`config.mk`:
```
export PLATFORM = sky130hd
export DESIGN_NAME = led_serial_driver_flat
export DESIGN_NICKNAME = d
export VERILOG_FILES = /design/src/rtl/led_pkg.sv /design/src/rtl/led_serial_driver_if.sv /design/src/rtl/led_clk_div.sv /design/src/rtl/led_serial_driver.sv /design/src/flat_wrapper.sv
export SDC_FILE = /design/constraint.sdc
export NUM_CORES = 1
export LEC_CHECK = 0
export CAP_MARGIN = 15
export CORE_UTILIZATION = 40
export DETAILED_ROUTE_END_ITERATION = 16
export SLEW_MARGIN = 20
export SYNTH_ARGS = -nofsm -noshare
export SYNTH_HDL_FRONTEND = slang
export SYNTH_HIERARCHICAL = 1
export SYNTH_SLANG_ARGS = --single-unit
```
`constraint.sdc`:
```
create_clock -name clk -period 2.99 [get_ports clk]
set_input_delay 0.4485 -clock clk [delete_from_list [all_inputs] [get_ports clk]]
set_output_delay 0.4485 -clock clk [all_outputs]
set_load 0.01 [all_outputs]
```
`src/rtl/led_pkg.sv`:
```
// led_pkg: shared LED width, serial driver states and bit-order helpers
package led_pkg;
  localparam int LED_WIDTH = 16;
  typedef enum logic [1:0] {IDLE, SHIFT, LATCH} state_e;
  function automatic logic [LED_WIDTH-1:0] shift_out(input logic [LED_WIDTH-1:0] v, input bit msb_first);
    return msb_first ? {v[LED_WIDTH-2:0], 1'b0} : {1'b0, v[LED_WIDTH-1:1]};
  endfunction
  function automatic logic head(input logic [LED_WIDTH-1:0] v, input bit msb_first);
    return msb_first ? v[LED_WIDTH-1] : v[0];
  endfunction
endpackage

```
`src/rtl/led_serial_driver_if.sv`:
```
// led_serial_driver_if: LED vector input and serial shift/latch outputs
interface led_serial_driver_if;
  import led_pkg::*;
  logic [LED_WIDTH-1:0] led_in;
  logic sclk;
  logic sdata;
  logic latch;
  logic busy;
  logic frame_done;
  modport master(output led_in, input sclk, sdata, latch, busy, frame_done);
  modport slave(input led_in, output sclk, sdata, latch, busy, frame_done);
endinterface

```
`src/rtl/led_clk_div.sv`:
```
// led_clk_div: one-cycle tick every CLK_DIV enabled cycles, held cleared while disabled
module led_clk_div #(
  parameter int CLK_DIV = 2
) (
  input  logic clk,
  input  logic rst_n,
  input  logic en_i,
  output logic tick_o
);
  logic [7:0] cnt_q, cnt_d;
  always_comb begin
    tick_o = en_i && cnt_q == 8'(CLK_DIV - 1);
    cnt_d = (!en_i || tick_o) ? 8'd0 : cnt_q + 8'd1;
  end
  always_ff @(posedge clk or negedge rst_n) begin
    if (!rst_n) cnt_q <= '0;
    else cnt_q <= cnt_d;
  end
endmodule

```
`src/rtl/led_serial_driver.sv`:
```
// led_serial_driver: shifts changed LED vectors out to an external shift/latch register
module led_serial_driver
  import led_pkg::*;
#(
  parameter int CLK_DIV   = 2,
  parameter bit MSB_FIRST = 1
) (
  input logic clk,
  input logic rst_n,
  led_serial_driver_if.slave bus
);
  state_e state_q, state_d;
  logic [LED_WIDTH-1:0] shift_q, shift_d, shadow_q, shadow_d;
  logic [4:0] cnt_q, cnt_d;
  logic init_q, init_d, sclk_q, sclk_d, sdata_q, sdata_d;
  logic latch_q, latch_d, busy_q, busy_d, done_q, done_d;
  logic tick;
  led_clk_div #(.CLK_DIV(CLK_DIV)) u_div (
    .clk(clk),
    .rst_n(rst_n),
    .en_i(state_q != IDLE),
    .tick_o(tick)
  );
  always_comb begin
    state_d = state_q;
    shift_d = shift_q;
    shadow_d = shadow_q;
    cnt_d = cnt_q;
    init_d = init_q;
    sclk_d = sclk_q;
    sdata_d = sdata_q;
    latch_d = latch_q;
    busy_d = busy_q;
    done_d = 1'b0;
    case (state_q)
      IDLE: if (bus.led_in != shadow_q || init_q) begin
        state_d = SHIFT;
        shift_d = bus.led_in;
        shadow_d = bus.led_in;
        init_d = 1'b0;
        busy_d = 1'b1;
        sdata_d = head(bus.led_in, MSB_FIRST);
        sclk_d = 1'b0;
        cnt_d = '0;
      end
      SHIFT: if (tick) begin
        sclk_d = !sclk_q;
        if (sclk_q) begin
          cnt_d = cnt_q + 5'd1;
          if (cnt_q == 5'(LED_WIDTH - 1)) begin
            state_d = LATCH;
            latch_d = 1'b1;
          end else begin
            shift_d = shift_out(shift_q, MSB_FIRST);
            sdata_d = head(shift_d, MSB_FIRST);
          end
        end
      end
      LATCH: if (tick) begin
        state_d = IDLE;
        latch_d = 1'b0;
        busy_d = 1'b0;
        done_d = 1'b1;
        cnt_d = '0;
      end
      default: state_d = IDLE;
    endcase
  end
  always_ff @(posedge clk or negedge rst_n) begin
    if (!rst_n) begin
      state_q <= IDLE;
      shift_q <= '0;
      shadow_q <= '0;
      cnt_q <= '0;
      init_q <= 1'b1;
      sclk_q <= 1'b0;
      sdata_q <= 1'b0;
      latch_q <= 1'b0;
      busy_q <= 1'b0;
      done_q <= 1'b0;
    end else begin
      state_q <= state_d;
      shift_q <= shift_d;
      shadow_q <= shadow_d;
      cnt_q <= cnt_d;
      init_q <= init_d;
      sclk_q <= sclk_d;
      sdata_q <= sdata_d;
      latch_q <= latch_d;
      busy_q <= busy_d;
      done_q <= done_d;
    end
  end
  assign bus.sclk = sclk_q;
  assign bus.sdata = sdata_q;
  assign bus.latch = latch_q;
  assign bus.busy = busy_q;
  assign bus.frame_done = done_q;
endmodule
```
`src/flat_wrapper.sv`:
```
// flat-port wrapper written by rule: the top's interface ports become plain ports
module led_serial_driver_flat import led_pkg::*;
#(
  parameter int CLK_DIV   = 2,
  parameter bit MSB_FIRST = 1
)
  (clk, rst_n, bus_led_in, bus_sclk, bus_sdata, bus_latch, bus_busy, bus_frame_done);
  led_serial_driver_if bus_i ();
  input logic clk;
  input logic rst_n;
  input wire logic [$bits(bus_i.led_in)-1:0] bus_led_in;
  output wire logic [$bits(bus_i.sclk)-1:0] bus_sclk;
  output wire logic [$bits(bus_i.sdata)-1:0] bus_sdata;
  output wire logic [$bits(bus_i.latch)-1:0] bus_latch;
  output wire logic [$bits(bus_i.busy)-1:0] bus_busy;
  output wire logic [$bits(bus_i.frame_done)-1:0] bus_frame_done;
  assign bus_i.led_in = bus_led_in;
  assign bus_sclk = bus_i.sclk;
  assign bus_sdata = bus_i.sdata;
  assign bus_latch = bus_i.latch;
  assign bus_busy = bus_i.busy;
  assign bus_frame_done = bus_i.frame_done;
  led_serial_driver #(.CLK_DIV(CLK_DIV), .MSB_FIRST(MSB_FIRST)) u_core (.clk(clk), .rst_n(rst_n), .bus(bus_i));
endmodule
```
# Yosys cells after proc, flatten, opt, wreduce, memory -nomap -nowiden
# Index checks and enable logic that the tools add are counted.
[word_totals] in_bits=18 reg_bits=52 out_inout_bits=5 word_cells=76
[op_classes] eq_ne=11 add_sub_neg=2 reduce_logical=18 n_mux=34
[ops] cell="$mux 15" n=4
[ops] cell="$pmux 15 s2" n=1
[ops] cell="$mux 5" n=4
[ops] cell="$reduce_and 5->1" n=4
[ops] cell="$ne 16x16->1" n=1
[ops] cell="$pmux 5 s3" n=1
[ops] cell="$mux 1" n=13
[ops] cell="$mux 2" n=5
[ops] cell="$ne 2x1->1 const B" n=5
[ops] cell="$add 8x1->8 const B" n=1
[ops] cell="$eq 8x1->1 const B" n=1
[ops] cell="$mux 8" n=1
[ops] cell="$pmux 1 s2" n=4
[ops] cell="$reduce_bool 2->1" n=4
[ops] cell="$pmux 2 s3" n=1
[ops] cell="$reduce_and 3->1" n=2
[ops] cell="$add 5x1->5 const B" n=1
[ops] cell="$eq 5x4->1 const B" n=1
[ops] cell="$reduce_bool 3->1" n=1
[ops] cell="$eq 2x1->1 const B" n=1
[ops] cell="$eq 2x2->1 const B" n=1
[ops] cell="$logic_not 1->1" n=2
[ops] cell="$logic_not 2->1" n=1
[ops] cell="$logic_or 1x1->1" n=2
[ops] cell="3 further kinds" n=3

# Logic depth before layout (Yosys ltp)
# Gate-level depths: netlist of run 1.
[depth] word_depth=5 mapped_depth=12 depth_no_buf=10

# Hierarchy
# Netlist of run 1, hierarchy kept.
[modules_own_cells] module="led_serial_driver" cells_each=185 instances=1 area_each_um2=2348.5 seq_area_each_um2=1102.3
[modules_own_cells] module="led_clk_div" cells_each=40 instances=1 area_each_um2=401.6 seq_area_each_um2=200.2

# Worst setup path before layout of run 1
# Ideal clock, no wire load.
[synth_path] path_kind="flip-flop to flip-flop" startpoint="register u_core.state_q[0]" endpoint="register u_core.sdata_q, in the netlist u_core/bus.sdata" t_arrival_ps=2600 synth_period_minus_slack_ps=2725 n_path_buf=2 path_stages_with_launch=13 setup_ps=125 path_slack_ps=265 path_cell_list="dfrtp_1 -> inv_1 -> ha_1 -> buf_1 -> inv_1 -> inv_1 -> nor3_1 -> nand2_1 -> o21ai_0 -> o21ai_0 -> a21oi_4 -> buf_12 -> mux2_4"
[synth_via] elab_chain_len=4 elab_cells_between_ends=11 classes_between="eq/ne (5); mux (1); reduce/logical (5)"
[synth_rtl] item="start: declaration" line="led_serial_driver.sv:12" text="state_e state_q, state_d;"
[synth_rtl] item="start signal: assignment" line="led_serial_driver.sv:82" text="state_q <= state_d;"
[synth_rtl] item="$reduce_bool 2->1" line="led_serial_driver.sv:21" text=".en_i(state_q != IDLE),"
[synth_rtl] item="$logic_and 1x1->1" line="led_clk_div.sv:12" text="tick_o = en_i && cnt_q == 8'(CLK_DIV - 1);"
[synth_rtl] item="named net u_core.tick" line="led_serial_driver.sv:17" text="logic tick;"
[synth_rtl] item="$ne 2x1->1 (no line)"
[synth_rtl] item="$reduce_and 5->1 (no line)"
[synth_rtl] item="end signal: assignment" line="led_serial_driver.sv:88" text="sdata_q <= sdata_d;"
[synth_rtl] item="end: declaration" line="led_serial_driver.sv:15" text="logic init_q, init_d, sclk_q, sclk_d, sdata_q, sdata_d;"
# The timed path passes the listed nets, and every way through them passes these cells.
# A chain may end at the register's enable or synchronous reset.

# Worst setup path after layout of run 1
[layout_path] startpoint="register u_core.u_div.cnt_q[1]" endpoint="register u_core.cnt_q[3]"
[layout_via] elab_chain_len=4 elab_cells_between_ends=5 classes_between="eq/ne (3); reduce/logical (2)"
[layout_rtl] item="start: declaration" line="led_clk_div.sv:10" text="logic [7:0] cnt_q, cnt_d;"
[layout_rtl] item="start signal: assignment" line="led_clk_div.sv:17" text="else cnt_q <= cnt_d;"
[layout_rtl] item="$eq 8x1->1 (*)" line="led_clk_div.sv:12"
[layout_rtl] item="$logic_and 1x1->1 (*)" line="led_clk_div.sv:12"
[layout_rtl] item="named net u_core.tick" line="led_serial_driver.sv:17"
[layout_rtl] item="$ne 2x1->1 (no line)"
[layout_rtl] item="$reduce_and 5->1 (no line) (*)"
[layout_rtl] item="end signal: assignment" line="led_serial_driver.sv:85" text="cnt_q <= cnt_d;"
[layout_rtl] item="end: declaration" line="led_serial_driver.sv:14" text="logic [4:0] cnt_q, cnt_d;"
# Mark *: on every way through the listed nets, which the timed path passes. The rest lies on a longest branch.

==> impl_metrics.ini, run 1 <==
[status]
status = completed

[clock_network]
clk_latency_ps = 310
cts.htree.levels = 2
numCtsBuffers = 5
ctsHoldBuffers = 0
cts_max_path_buffers = 2
cts_tree = built
cts_setup_buffers = 0
clkTransAtPathRegs_ps = 90
clock-sinks = 52
clock_tree.root_cell = clkbuf_8
post_cts_resize_count = 0

[timing]
timing.fmax_mhz = 367
finalCritPeriodShare_pct = 91.1
drv_slew = 0
hold_viol = 0
maxSlewHeadroom_pct = 55.7
setup_tns_ps = 0
rsz0062_at_grt = false
finalSetupViolCount = 0
worstMarginPinSlew_ps = 665
fin_crit_ps = 2720
hold_ws_ps = 151
finClkSkew_ps = 5.27
fin_ws_ps = 266

[worst_setup_path]
worst_setup_path_end_kind = register
worst-path-buf-inv = 2
required_ps = 3210
crit_type = reg -> reg
start_kind = register
path_delay_family = simple AND/OR/NAND/NOR gates
crit_top_cell = o21ai_0
crit_fanout = 6
path_cells = inv_1 -> ha_1 -> or4b_4 -> nor3_1 -> buf_4 -> nor2b_1 -> o21ai_0 -> o21ai_0 -> or4b_1 -> o221ai_1
cp_slowest_cell = or4b_1
arrival_ps = 2940
max_stage_delay_ps = 510

[synth]
ys_types = 40
ys_seq_elements = 52
avgSynthCellArea_sq_um = 12.2
synth-async-reset-ratio_pct = 100
synth-simple-area-share_pct = 11.9
synth-main-ff-cell = dfrtp_1
synth_compound_area_share_pct = 6.19
syn_area_sq_um = 2750
synth_fp_nets = 250
synth-seq-area-share_pct = 47.4
synth_xor_area_share_pct = 6.05
synth_top_family_by_area = multiplexers
synth_adder_area_share_pct = 3.18
synth_mux_area_share_pct = 22.2
synthCells = 225
synth-edff-count = 0
yosysWarnings = 6

[power]
switching_share_pct = 22.6
p_seq_share_pct = 59.3
peakVddDrop_mv = 0.225
total_power_mw = 1.19
p_int_mw = 0.923
leakagePower_nw = 1.51
power.density_nw_per_um2 = 374
combPwrFrac_pct = 5.5
pwr-share-clk_pct = 35.2
p_switching_mw = 0.269

[floorplanning]
die-area_sq_um = 7210
die_w_um = 84.9
initial_core_util_pct = 42.3
rows = 29
ioPinCount = 23
die_h_um = 84.9
core_area_sq_um = 6490

[job]
maxCapViolCount = 0

[min_path]
worstHoldPathType = in -> async

[placement]
hpwl_mm = 3.71
pre_cts_slack_ps = 300
gp_congestion = 0.747
numPortBuffers = 22
post_dp_cell_area_sq_um = 3100

[detailed_routing]
dr.pass1.iters = 5
met2_wirelength_mm = 2.46
wl_met3_um = 140
drc_errors = 0
drtAntennaViolNets = 0
wl_met1_mm = 2.41
wl_mm = 5.08
initialDrtViolationCount = 47
wl_per_cell_um = 15.2
highest_layer = met4
avgViaCountPerCell = 5.19
num_vias = 1740

[grt]
grt_pass1_vias = 1809
grt_pass1_wl_mm = 8.76
antenna_found_initial = 0
grt_max_degree = 29
overflow = 0
grt_usage_pct = 15.7

[final_layout]
layout-drive-gt1-share_pct = 30.2
n_antenna_cell = 0
design_area_sq_um = 3190
areaGrowthSynthToFinish_pct = 15.9
finalNetCount = 282
==> synthesized netlist by cell type, types with 2 or more instances <==
cell type | count | area share, %
nand3_1 | 8 | 1.5
nor2_1 | 9 | 1.2
o221ai_1 | 2 | 0.64
nor4_2 | 3 | 1.4
mux2_4 | 10 | 5.5
dfrtp_1 | 51 | 46
or3_1 | 6 | 1.4
mux2_2 | 39 | 16
clkbuf_1 | 2 | 0.27
a21oi_1 | 4 | 0.73
inv_1 | 11 | 1.5
xor2_1 | 18 | 5.7
nor2b_1 | 4 | 0.91
ha_1 | 7 | 3.2
mux2i_1 | 2 | 0.73
nand2_1 | 12 | 1.6
buf_1 | 2 | 0.27
nand2b_1 | 2 | 0.45
nor3_1 | 2 | 0.36
o21ai_0 | 10 | 1.8
and3_4 | 2 | 0.82
==> per-stage QoR <==
| stage | util (%) | std cells |
|---|---|---|
| floorplan | - | 225 |
| global placement | 47.7 | 327 |
| detailed placement | 47.7 | 327 |
| CTS | 49.1 | 335 |
| global route | 49.1 | 335 |
| finish | 49.1 | 335 |
==> registers in the layout, summed over array words and instances (netlist names) <==
signal / count
u_core/bus.sclk: 1
u_core/shadow_q: 16
u_core/init_q: 1
u_core/bus.sdata: 1
u_core/shift_q: 15
u_core/bus.frame_done: 1
u_core/bus.busy: 1
u_core/u_div/cnt_q: 8
u_core/bus.latch: 1
u_core/cnt_q: 5
u_core/state_q: 2
==> cells in the final DEF, fill, tap and decap left out, types with 3 or more instances in the layout <==
cell / count
dfrtp_1: 51
mux2_2: 39
clkdlybuf4s50_1: 21
xor2_1: 18
nand2_1: 12
inv_1: 11
o21ai_0: 10
mux2_4: 10
nor2_1: 9
nand3_1: 8
buf_4: 8
ha_1: 7
clkbuf_8: 6
or3_1: 6
nor2b_1: 4
a21oi_1: 4
nor4_2: 3
==> path summary, 6_finish.rpt <==
kind	end	cells past startpoint	startpoint	slack (ps)
hold / removal	u_core/cnt_q[1]$_DFFE_PN0P_	1	rst_n	150
min in group clk	u_core/init_q$_DFFE_PN1P_	1	u_core/init_q$_DFFE_PN1P_	500
setup reg to reg	u_core/cnt_q[3]$_DFFE_PN0P_	10	u_core/u_div/cnt_q[1]$_DFF_PN0_	270
hold reg to reg	u_core/init_q$_DFFE_PN1P_	1	u_core/init_q$_DFFE_PN1P_	500
setup / recovery	u_core/cnt_q[3]$_DFFE_PN0P_	10	u_core/u_div/cnt_q[1]$_DFF_PN0_	270
max in group asynchronous	u_core/init_q$_DFFE_PN1P_	2	rst_n	2140
==> logic make-up (layout without fill, tap and decap cells) <==
family / after synthesis / count (layout)
flip-flops: 52 / 52
adder cells (fa/ha/maj): 7 / 7
buffers and inverters: 17 / 50
AND/OR/NAND/NOR: 55 / 55
AO/OA/AOI/OAI: 24 / 24
XOR/XNOR: 19 / 19
multiplexers: 51 / 51
==> layer usage <==
layer | vias to the layer above | global-route usage (%)
li1 | 859 | -
met3 | 6 | 3.60
met1 | 847 | 20.5
met2 | 28 | 26.1
met5 | - | 0
met4 | 0 | 5.08
==> power groups by stage <==
stage / Clock, mW / Sequential [mW] / Combinational (mW)
global placement: 0 / 0.721 / 0.0681
global route: 0.467 / 0.708 / 0.0738
CTS: 0.438 / 0.707 / 0.0682
finish: 0.419 / 0.707 / 0.0656
floorplan: 0 / 0.721 / 0.0164
detailed placement: 0 / 0.721 / 0.0680
==> area by class of cell <==
class	count	area (sq um)
Inverter	11	41.3
Fill cell	605	3310
Clock buffer	6	82.6
Sequential cell	52	1300
Clock inverter	2	10.0
Multi-Input combinational cell	156	1360
Timing Repair Buffer	31	295
Tap cell	77	96.3
Note: power is estimated with default switching activity, not from simulation.
==> run 2: changes to the inputs <==
--- a/config.mk
+++ b/config.mk
@@ -6,6 +6,7 @@
 export NUM_CORES = 1
 export LEC_CHECK = 0
 export CAP_MARGIN = 15
+export CORE_MARGIN = 2
 export CORE_UTILIZATION = 40
 export DETAILED_ROUTE_END_ITERATION = 16
 export SLEW_MARGIN = 20
==> constraint.sdc (replaced) <==
create_clock -name clk -period 2.5 [get_ports clk]
set_input_delay 0.375 -clock clk [delete_from_list [all_inputs] [get_ports clk]]
set_output_delay 0.375 -clock clk [all_outputs]
set_load 0.01 [all_outputs]
==> run 2 against run 1 <==
Via count grew 3.2%. Wire length decreased by 0.92%. Highest routed layer unchanged. Utilization increased by 0.26 points. First-iteration DRC count up 43%. Clock-buffer cell count grew 1. Critical path type unchanged. Largest cell class unchanged. Power up 21%. Clock power up 22%.
==> impl_metrics.ini, run 2 (synthesis gave the netlist of run 1 again) <==
[power]
total_power_mw = 1.44
p_int_mw = 1.11
peakVddDrop_mv = 0.300
switching_share_pct = 22.7
p_seq_share_pct = 58.8
combPwrFrac_pct = 5.7
power.density_nw_per_um2 = 434
pwr-share-clk_pct = 35.5
p_switching_mw = 0.327
leakagePower_nw = 1.58

[final_layout]
layout-drive-gt1-share_pct = 33.5
layout_common_cells = dfrtp_1 (51), mux2_2 (39), clkdlybuf4s50_1 (21)
n_antenna_cell = 0
top_register = u_core/shadow_q
design_area_sq_um = 3320
n_fill_cell = 589
final_common_cell = dfrtp_1
finalNetCount = 293
top_regs = u_core/shadow_q: 16 flops, u_core/shift_q: 15 flops, u_core/u_div/cnt_q: 8 flops
largest_reg_flops = 16
areaGrowthSynthToFinish_pct = 20.6

[clock_network]
clk_latency_ps = 310
clock-sinks = 52
cts_setup_buffers = 0
clkTransAtPathRegs_ps = 90
cts.htree.levels = 2
ctsHoldBuffers = 0
cts_tree = built
numCtsBuffers = 5
clock_tree.root_cell = clkbuf_8
cts_max_path_buffers = 2

[timing]
rsz0062_at_grt = true
drv_slew = 0
finalCritPeriodShare_pct = 94.8
fin_crit_ps = 2370
worstMarginPinSlew_ps = 666
setup_tns_ps = 0
hold_viol = 0
maxSlewHeadroom_pct = 55.6
finClkSkew_ps = 7.21
timing.fmax_mhz = 422
hold_ws_ps = 167
fin_ws_ps = 130
finalSetupViolCount = 0

[detailed_routing]
num_vias = 1795
wl_mm = 5.04
dr.pass1.iters = 4
wl_per_cell_um = 14.4
avgViaCountPerCell = 5.14
drtAntennaViolNets = 0
initialDrtViolationCount = 67
drc_errors = 0

[worst_setup_path]
crit_top_cell = o21ai_1
startpoint = u_core/u_div/cnt_q[1]$_DFF_PN0_
reg2reg_to = u_core/cnt_q[3]$_DFFE_PN0P_
rr_startpoint = u_core/u_div/cnt_q[1]$_DFF_PN0_
path_cells = inv_1 -> ha_1 -> or4b_4 -> nor3_4 -> buf_6 -> nor2b_1 -> o21ai_1 -> o21ai_1 -> or4b_1 -> o221ai_1
max_stage_delay_ps = 490
required_ps = 2730
crit_type = reg -> reg
reg2reg_depth = 10
worst_setup_path_end_kind = register
reg2reg_setup_slack_ps = 130
start_kind = register
cp_slowest_cell = or4b_4
arrival_ps = 2600
crit_fanout = 6

[grt]
overflow = 0
grt_usage_pct = 15.1
antenna_found_initial = 0
grt_pass1_wl_mm = 8.76
grt_max_degree = 53
grt_pass1_vias = 1811

[status]
status = completed

[placement]
gp_congestion = 0.795
numPortBuffers = 22
hpwl_mm = 3.67
pre_cts_slack_ps = 40.5
post_dp_cell_area_sq_um = 3220

[floorplanning]
initial_core_util_pct = 40.9
die_w_um = 86.9
rows = 30
ioPinCount = 23
die-area_sq_um = 7550
die_h_um = 86.9
core_area_sq_um = 6720

[min_path]
worstHoldPathType = in -> async

[job]
maxCapViolCount = 0
==> run 2: cell count changes in the layout (fill, tap and decap cells not counted), sizes merged <==
| cell | change |
|---|---|
| clkinvlp | +1 |
| buf | +11 |
| clkbuf | +1 |
| clkinv | -2 |
==> run 2: metrics by stage <==
step / utilization, % / std cells
floorplan: - / 225
global placement: 47.9 / 341
detailed placement: 47.9 / 341
CTS: 49.3 / 349
global route: 49.3 / 349
finish: 49.3 / 349
==> run 2: worst max-delay path: cells and delay by family, from the launching register on <==
| family | cells | cell delay, ps |
|---|---|---|
| and+or+nand+nor | 4 | 1170 |
| buffers and inverters | 2 | 190 |
| AOI/OAI and AO/OA | 3 | 400 |
| DFF | 1 | 390 |
| adders and majority gates | 1 | 140 |
==> run 2: area by class of cell <==
| cell class | instances | area [sq um] | area share, % |
|---|---|---|---|
| multi-input cells | 156 | 1370 | 41.4 |
| well taps | 80 | 100 | 3.02 |
| inverters | 11 | 41.3 | 1.25 |
| clock buffers | 7 | 86.3 | 2.60 |
| clock inverters | 1 | 7.51 | 0.226 |
| repair buffers | 42 | 407 | 12.3 |
| flip-flops and latches | 52 | 1300 | 39.3 |
==> run 2: routing by layer <==
| metal | vias up | GRT usage, % | wire length, um |
|---|---|---|---|
| met3 | 5 | 3.98 | 142 |
| met1 | 895 | 20.1 | 2360 |
| met2 | 19 | 24.5 | 2490 |
| li1 | 876 | - | - |
| met4 | 0 | 3.84 | 53 |
| met5 | - | 0 | 0 |
==> run 2: how the worst max path moves through the flow <==
stage	to	cells after the start
final	u_core/cnt_q[3]$_DFFE_PN0P_	10
after global routing	u_core/cnt_q[3]$_DFFE_PN0P_	10
after CTS	u_core/cnt_q[3]$_DFFE_PN0P_	10
after detailed placement	u_core/state_q[1]$_DFFE_PN0P_	8
after global placement	u_core/state_q[1]$_DFFE_PN0P_	8
after floorplan	u_core/bus.sdata$_DFFE_PN0P_	12
==> run 2: timing repair <==
action	4_1_cts	5_1_grt
endpoints found under the hold margin	0	0
endpoints found under the setup margin	0	21
resized for setup	0	5
==> run 2: power by group through the flow <==
| stage | clock network (mW) | logic [mW] | registers, mW |
|---|---|---|---|
| 2_1_floorplan | 0 | 0.0197 | 0.862 |
| 3_3_place_gp | 0 | 0.0837 | 0.862 |
| 3_5_place_dp | 0 | 0.0840 | 0.862 |
| 4_1_cts | 0.528 | 0.0842 | 0.845 |
| 5_1_grt | 0.562 | 0.0908 | 0.846 |
| 6_report | 0.511 | 0.0813 | 0.845 |
